$ cat src/rtl/image_recv.sv
// Host-to-FPGA image loader: 8N1 UART receiver feeding a sync-byte framed
// parser that writes IMG_BYTES pixels into the model input buffer.
module image_recv #(
  parameter int          CLK_FREQ    = 50000000,
  parameter int          UART_BPS    = 115200,
  parameter int          IMG_BYTES   = 784,
  parameter logic [7:0]  SYNC_BYTE   = 8'hAA,
  parameter int          TIMEOUT_CYC = 500000
) (
  input  logic       clk,
  input  logic       rst_n,
  input  logic       uart_rxd,
  output logic       img_wr_en,
  output logic [9:0] img_wr_addr,
  output logic [7:0] img_wr_data,
  output logic       frame_done,
  output logic       frame_err,
  output logic       busy
);

  localparam int BIT_CYC = CLK_FREQ / UART_BPS;
  localparam int HALF    = BIT_CYC / 2;
  localparam int CW      = $clog2(BIT_CYC + 1);
  localparam int TW      = $clog2(TIMEOUT_CYC + 1);

  // ---------------------------------------------------------------- receiver
  typedef enum logic [2:0] {R_IDLE, R_START, R_DATA, R_STOP, R_WAIT} rx_state_t;

  rx_state_t      rx_state, rx_nxt;
  logic           rxd_meta, rxd_sync, rxd_dly;
  logic [CW-1:0]  rx_cnt;
  logic [2:0]     bit_idx;
  logic [7:0]     rx_shift;
  logic           rx_valid, rx_ferr;
  logic           rx_valid_nxt, rx_ferr_nxt;
  logic           half_tick, bit_tick, restart, start_edge;

  assign half_tick  = (rx_cnt == CW'(HALF - 1));
  assign bit_tick   = (rx_cnt == CW'(BIT_CYC - 1));
  assign start_edge = rxd_dly & ~rxd_sync;
  assign restart    = ((rx_state == R_START) && half_tick) ||
                      (((rx_state == R_DATA) || (rx_state == R_STOP)) && bit_tick);

  always_ff @(posedge clk) begin
    if (!rst_n) begin
      rxd_meta <= 1'b1;
      rxd_sync <= 1'b1;
      rxd_dly  <= 1'b1;
      rx_state <= R_IDLE;
    end else begin
      rxd_meta <= uart_rxd;
      rxd_sync <= rxd_meta;
      rxd_dly  <= rxd_sync;
      rx_state <= rx_nxt;
    end
  end

  always_comb begin
    rx_nxt = rx_state;
    case (rx_state)
      R_IDLE:  if (start_edge) rx_nxt = R_START;
      R_START: if (half_tick) rx_nxt = rxd_sync ? R_IDLE : R_DATA;
      R_DATA:  if (bit_tick && bit_idx == 3'd7) rx_nxt = R_STOP;
      R_STOP:  if (bit_tick) rx_nxt = rxd_sync ? R_IDLE : R_WAIT;
      R_WAIT:  if (rxd_sync) rx_nxt = R_IDLE;
      default: rx_nxt = R_IDLE;
    endcase
  end

  always_comb begin
    rx_valid_nxt = (rx_state == R_STOP) && bit_tick && rxd_sync;
    rx_ferr_nxt  = (rx_state == R_STOP) && bit_tick && !rxd_sync;
  end

  // rx_shift stays stable after the stop sample, so it doubles as the byte out
  always_ff @(posedge clk) begin
    if (!rst_n) begin
      rx_cnt   <= '0;
      bit_idx  <= '0;
      rx_shift <= '0;
      rx_valid <= 1'b0;
      rx_ferr  <= 1'b0;
    end else begin
      rx_cnt   <= (rx_state == R_IDLE || restart) ? '0 : rx_cnt + 1'b1;
      rx_valid <= rx_valid_nxt;
      rx_ferr  <= rx_ferr_nxt;
      if (rx_state == R_START)
        bit_idx <= '0;
      else if (rx_state == R_DATA && bit_tick) begin
        bit_idx  <= bit_idx + 1'b1;
        rx_shift <= {rxd_sync, rx_shift[7:1]};
      end
    end
  end

  // ------------------------------------------------------------------ parser
  typedef enum logic {P_IDLE, P_PAYLOAD} p_state_t;

  p_state_t       p_state, p_nxt;
  logic [9:0]     pix_cnt;
  logic [TW-1:0]  timer;
  logic           last_pix, tmo;
  logic           wr_nxt, done_nxt, err_nxt;

  assign last_pix = (pix_cnt == 10'(IMG_BYTES - 1));
  assign tmo      = (timer == TW'(TIMEOUT_CYC - 1));
  assign busy     = (p_state == P_PAYLOAD);

  always_ff @(posedge clk) begin
    if (!rst_n) p_state <= P_IDLE;
    else        p_state <= p_nxt;
  end

  // a byte arriving in the expiry cycle takes priority over the timeout
  always_comb begin
    p_nxt = p_state;
    case (p_state)
      P_IDLE:
        if (rx_valid && rx_shift == SYNC_BYTE) p_nxt = P_PAYLOAD;
      P_PAYLOAD:
        if (rx_valid) begin
          if (last_pix) p_nxt = P_IDLE;
        end else if (rx_ferr || tmo) p_nxt = P_IDLE;
      default: p_nxt = P_IDLE;
    endcase
  end

  always_comb begin
    wr_nxt   = (p_state == P_PAYLOAD) && rx_valid;
    done_nxt = wr_nxt && last_pix;
    err_nxt  = (p_state == P_PAYLOAD) && !rx_valid && (rx_ferr || tmo);
  end

  always_ff @(posedge clk) begin
    if (!rst_n) begin
      pix_cnt     <= '0;
      timer       <= '0;
      img_wr_en   <= 1'b0;
      img_wr_addr <= '0;
      img_wr_data <= '0;
      frame_done  <= 1'b0;
      frame_err   <= 1'b0;
    end else begin
      img_wr_en  <= wr_nxt;
      frame_done <= done_nxt;
      frame_err  <= err_nxt;
      timer      <= (p_state != P_PAYLOAD || rx_valid) ? '0 : timer + 1'b1;
      if (p_state == P_IDLE)
        pix_cnt <= '0;
      else if (rx_valid)
        pix_cnt <= last_pix ? '0 : pix_cnt + 1'b1;
      if (wr_nxt) begin
        img_wr_addr <= pix_cnt;
        img_wr_data <= rx_shift;
      end
    end
  end

endmodule

$ cat config.mk
export PLATFORM = sky130hd
export DESIGN_NAME = image_recv
export DESIGN_NICKNAME = d
export VERILOG_FILES = /design/src/rtl/image_recv.sv
export SDC_FILE = /design/constraint.sdc
export NUM_CORES = 1
export LEC_CHECK = 0
export CAP_MARGIN = 25
export CORE_ASPECT_RATIO = 1.2
export CORE_MARGIN = 2
export CORE_UTILIZATION = 40
export DETAILED_ROUTE_END_ITERATION = 10
export PLACE_DENSITY = 0.57
export SYNTH_ARGS = -nofsm -noshare
export SYNTH_HDL_FRONTEND = slang
export SYNTH_SLANG_ARGS = --single-unit
$ cat constraint.sdc
create_clock -name clk -period 2 [get_ports clk]
set_input_delay 0.3 -clock clk [delete_from_list [all_inputs] [get_ports clk]]
set_output_delay 0.3 -clock clk [all_outputs]
set_load 0.01 [all_outputs]
==> flow_summary.json, run 1 <==
{
  "syn_area_per_cell_um2": 8.76,
  "drc": 0,
  "dieArea_um2": 9110,
  "cts_tree": "done",
  "diodes": 0,
  "dieHeight_um": 104,
  "combPwrFrac_pct": 1.4,
  "detail_route.vias_per_cell": 5.17,
  "synthCells": 382,
  "yosysWarnings": 0,
  "seq_area_frac_synth_pct": 47.3,
  "critical_path_class": "flip-flop to flip-flop",
  "drive_gt1_share_pct": 7.51,
  "io_pins": 25,
  "hold_viol_final": 0,
  "hold-worst-slack_ns": 0.420,
  "clock.fmax_mhz": 563,
  "grt_max_degree": 47,
  "dpl.cell_count": 492,
  "grt_setup_unrepaired": "false",
  "grt_usage_pct": 14.9,
  "min_period_over_period_pct": 88.8,
  "p_int_mw": 2.06,
  "first_pass_iters": 4,
  "rows": 36,
  "leakagePower_nw": 1.23,
  "power_density_nw_per_um2": 696,
  "layout_commonest_cell": "dfxtp_1",
  "clk_path_buf_depth": 2,
  "port_buffers": 24,
  "final_antenna_net_count": 0,
  "finClkSkew_ns": 0.00863,
  "synth_edf_count": 0,
  "core_area_um2": 8110,
  "final_cells": 508,
  "cts.sinks": 79,
  "slew_viol_final": 0,
  "drt-initial-drc-count": 122,
  "gr-total-overflow": 0,
  "cts_setup_buffers": 0,
  "cts-root-buf": "clkbuf_8",
  "final.min_clock_period_ns": 1.78,
  "slew_headroom_pct": 67.5,
  "synthArstFlopShare_pct": 0,
  "setup_tns_ns": 0,
  "final_cell_mix": "dfxtp_1 (79), nand2_1 (61), nor2_1 (38)",
  "synth_fp_nets": 392,
  "synth-seq-cells": 79,
  "synth_area_um2": 3350,
  "wire_per_inst_um": 12.1,
  "fillers": 821,
  "globalplace.congestion": 0.834,
  "max_stage_delay_ns": 0.58,
  "cp.required_ns": 2.28,
  "worstPathMaxFanout": 7,
  "start_util_pct": 41.3,
  "slowest_stage": "or4_4",
  "num_vias": 2628,
  "die_w_um": 87.5,
  "seqPwrFrac_pct": 58.4,
  "ir_worst_vdd_mv": 0.406,
  "postCtsHoldBufs": 0,
  "crit_path_start_kind": "flip-flop",
  "drt_wl_total_um": 6160,
  "synth_top_flop_cell": "dfxtp_1",
  "grt_pass1_wl_um": 11100,
  "cts_buffers": 9,
  "antenna_found_initial": 0,
  "p_switching_uw": 650,
  "path_cells": "nand3_1 -> or4_4 -> or3_1 -> a21oi_1",
  "syn_to_final_growth_pct": 16.2,
  "cap_viol_max_count": 0,
  "grt_pass1_vias": 2459,
  "critPathArrivalTime_ns": 2.06,
  "tightest_slew_ns": 0.483,
  "seqCellArea_um2": 1580,
  "dp_hpwl_um": 4270,
  "htree_num_levels": 3,
  "cts_resized": 0,
  "path_clk_slew_ns": 0.08,
  "clk_latency_ns": 0.36,
  "swShare_pct": 24.0,
  "clkPwrFrac_pct": 40.2,
  "setup_violations": 0,
  "status": "finished, final reports clean",
  "endpoint_kind": "flip-flop",
  "nets": 418,
  "hp-class": "flip-flop to flip-flop",
  "synth_cell_type_count": 46,
  "multi_input_area_um2": 1660
}
## sequential cells by signal, summed over array words and instances (netlist names)
signal and count:
timer 19, img_wr_addr 10, pix_cnt 10, rx_cnt 9, img_wr_data 8, rx_shift 8, bit_idx 3, rx_state 3
busy 1, frame_done 1, frame_err 1, img_wr_en 1, rx_ferr 1, rx_valid 1, rxd_dly 1, rxd_meta 1
rxd_sync 1
## critical path: cells and delay by family (launching register included)
kind,cells,cell delay [ns]
AND/OR/NAND/NOR,3,1.16
flip-flops,1,0.40
AO/OA/AOI/OAI,1,0.14
## power by group through the flow
stage	registers (mW)	logic (mW)	clock network, mW
global route	1.58	0.0435	1.19
global placement	1.62	0.0387	0
floorplan	1.61	0.0290	0
CTS	1.58	0.0389	1.14
finish	1.58	0.0377	1.09
detailed placement	1.62	0.0388	0
## synthesized netlist by cell type, types with 2 or more instances
master	number	area share, %
dfxtp_1	79	47
nand2_1	61	6.8
nor2_1	38	4.3
nand3_1	20	3.0
a21boi_0	18	4.0
clkbuf_1	16	1.8
o21ai_0	16	2.4
nand4_1	13	2.4
xnor2_1	13	3.4
a21oi_1	12	1.8
xor2_1	12	3.1
inv_1	10	1.1
ha_1	7	2.6
or3_1	7	1.3
nand2b_1	6	1.1
nor3_1	6	0.90
and3_1	5	0.93
nor4_1	4	0.75
nand4b_1	3	0.79
nand4bb_1	3	1.0
nor2b_1	3	0.56
a41o_1	2	0.60
and2_1	2	0.37
and4_1	2	0.52
mux2i_1	2	0.60
nor4bb_1	2	0.60
## area by class of cell
| class | instances | share of cell area, % |
|---|---|---|
| Timing Repair Buffer | 32 | 8.04 |
| Sequential cell | 79 | 40.7 |
| Multi-Input combinational cell | 276 | 42.7 |
| Clock buffer | 9 | 3.19 |
| Clock inverter | 7 | 1.42 |
| Inverter | 10 | 0.965 |
| Tap cell | 95 | 3.06 |
## worst paths after layout
| path | startpoint | endpoint | slack (ns) | depth (start not counted) |
|---|---|---|---|---|
| max | timer[4] | timer[18] | 0.22 | 4 |
| min | rxd_meta | rxd_sync | 0.42 | 1 |
| max reg2reg | timer[4] | timer[18] | 0.22 | 4 |
| min reg2reg | rxd_meta | rxd_sync | 0.42 | 1 |
## cell families after synthesis
group,share of synthesized area [%]
AOI/OAI and AO/OA,10.6
xor gates and xnor gates,6.54
adders and majority gates,2.62
buffers and inverters,3.14
DFF,47.3
muxes,0.598
and+or+nand+nor,29.2
## layer usage
metal | track usage, % | vias up | share of wire [%]
met5 | 0 | - | 0
met4 | 7.69 | 0 | 1.9
met3 | 2.38 | 10 | 2.3
met2 | 22.7 | 26 | 47
met1 | 20.2 | 1216 | 49
li1 | - | 1376 | -
## through the flow
stage	power, mW	area [µm²]	utilization [%]	worst slack [ns]
detailed placement	1.66	3710	45.8	0.240
CTS	2.76	3890	48.0	0.229
finish	2.71	3890	48.0	0.224
global placement	1.66	3710	45.8	0.256
global route	2.82	3890	48.0	0.0626
floorplan	1.64	3350	-	0.352
Note: power is estimated with default switching activity, not from simulation.
==> inputs of run 2 (changes only) <==
HOLD_SLACK_MARGIN = 0.08   (was unset)
==> results of run 2 <==
Same layout as run 1: the final DEF is identical, and so are final timing and power.
==> inputs of run 3 (changes only) <==
CTS_CLUSTER_DIAMETER = 120   (was unset)
==> results of run 3 <==
Same layout as run 1: the final DEF is identical, and so are final timing and power.
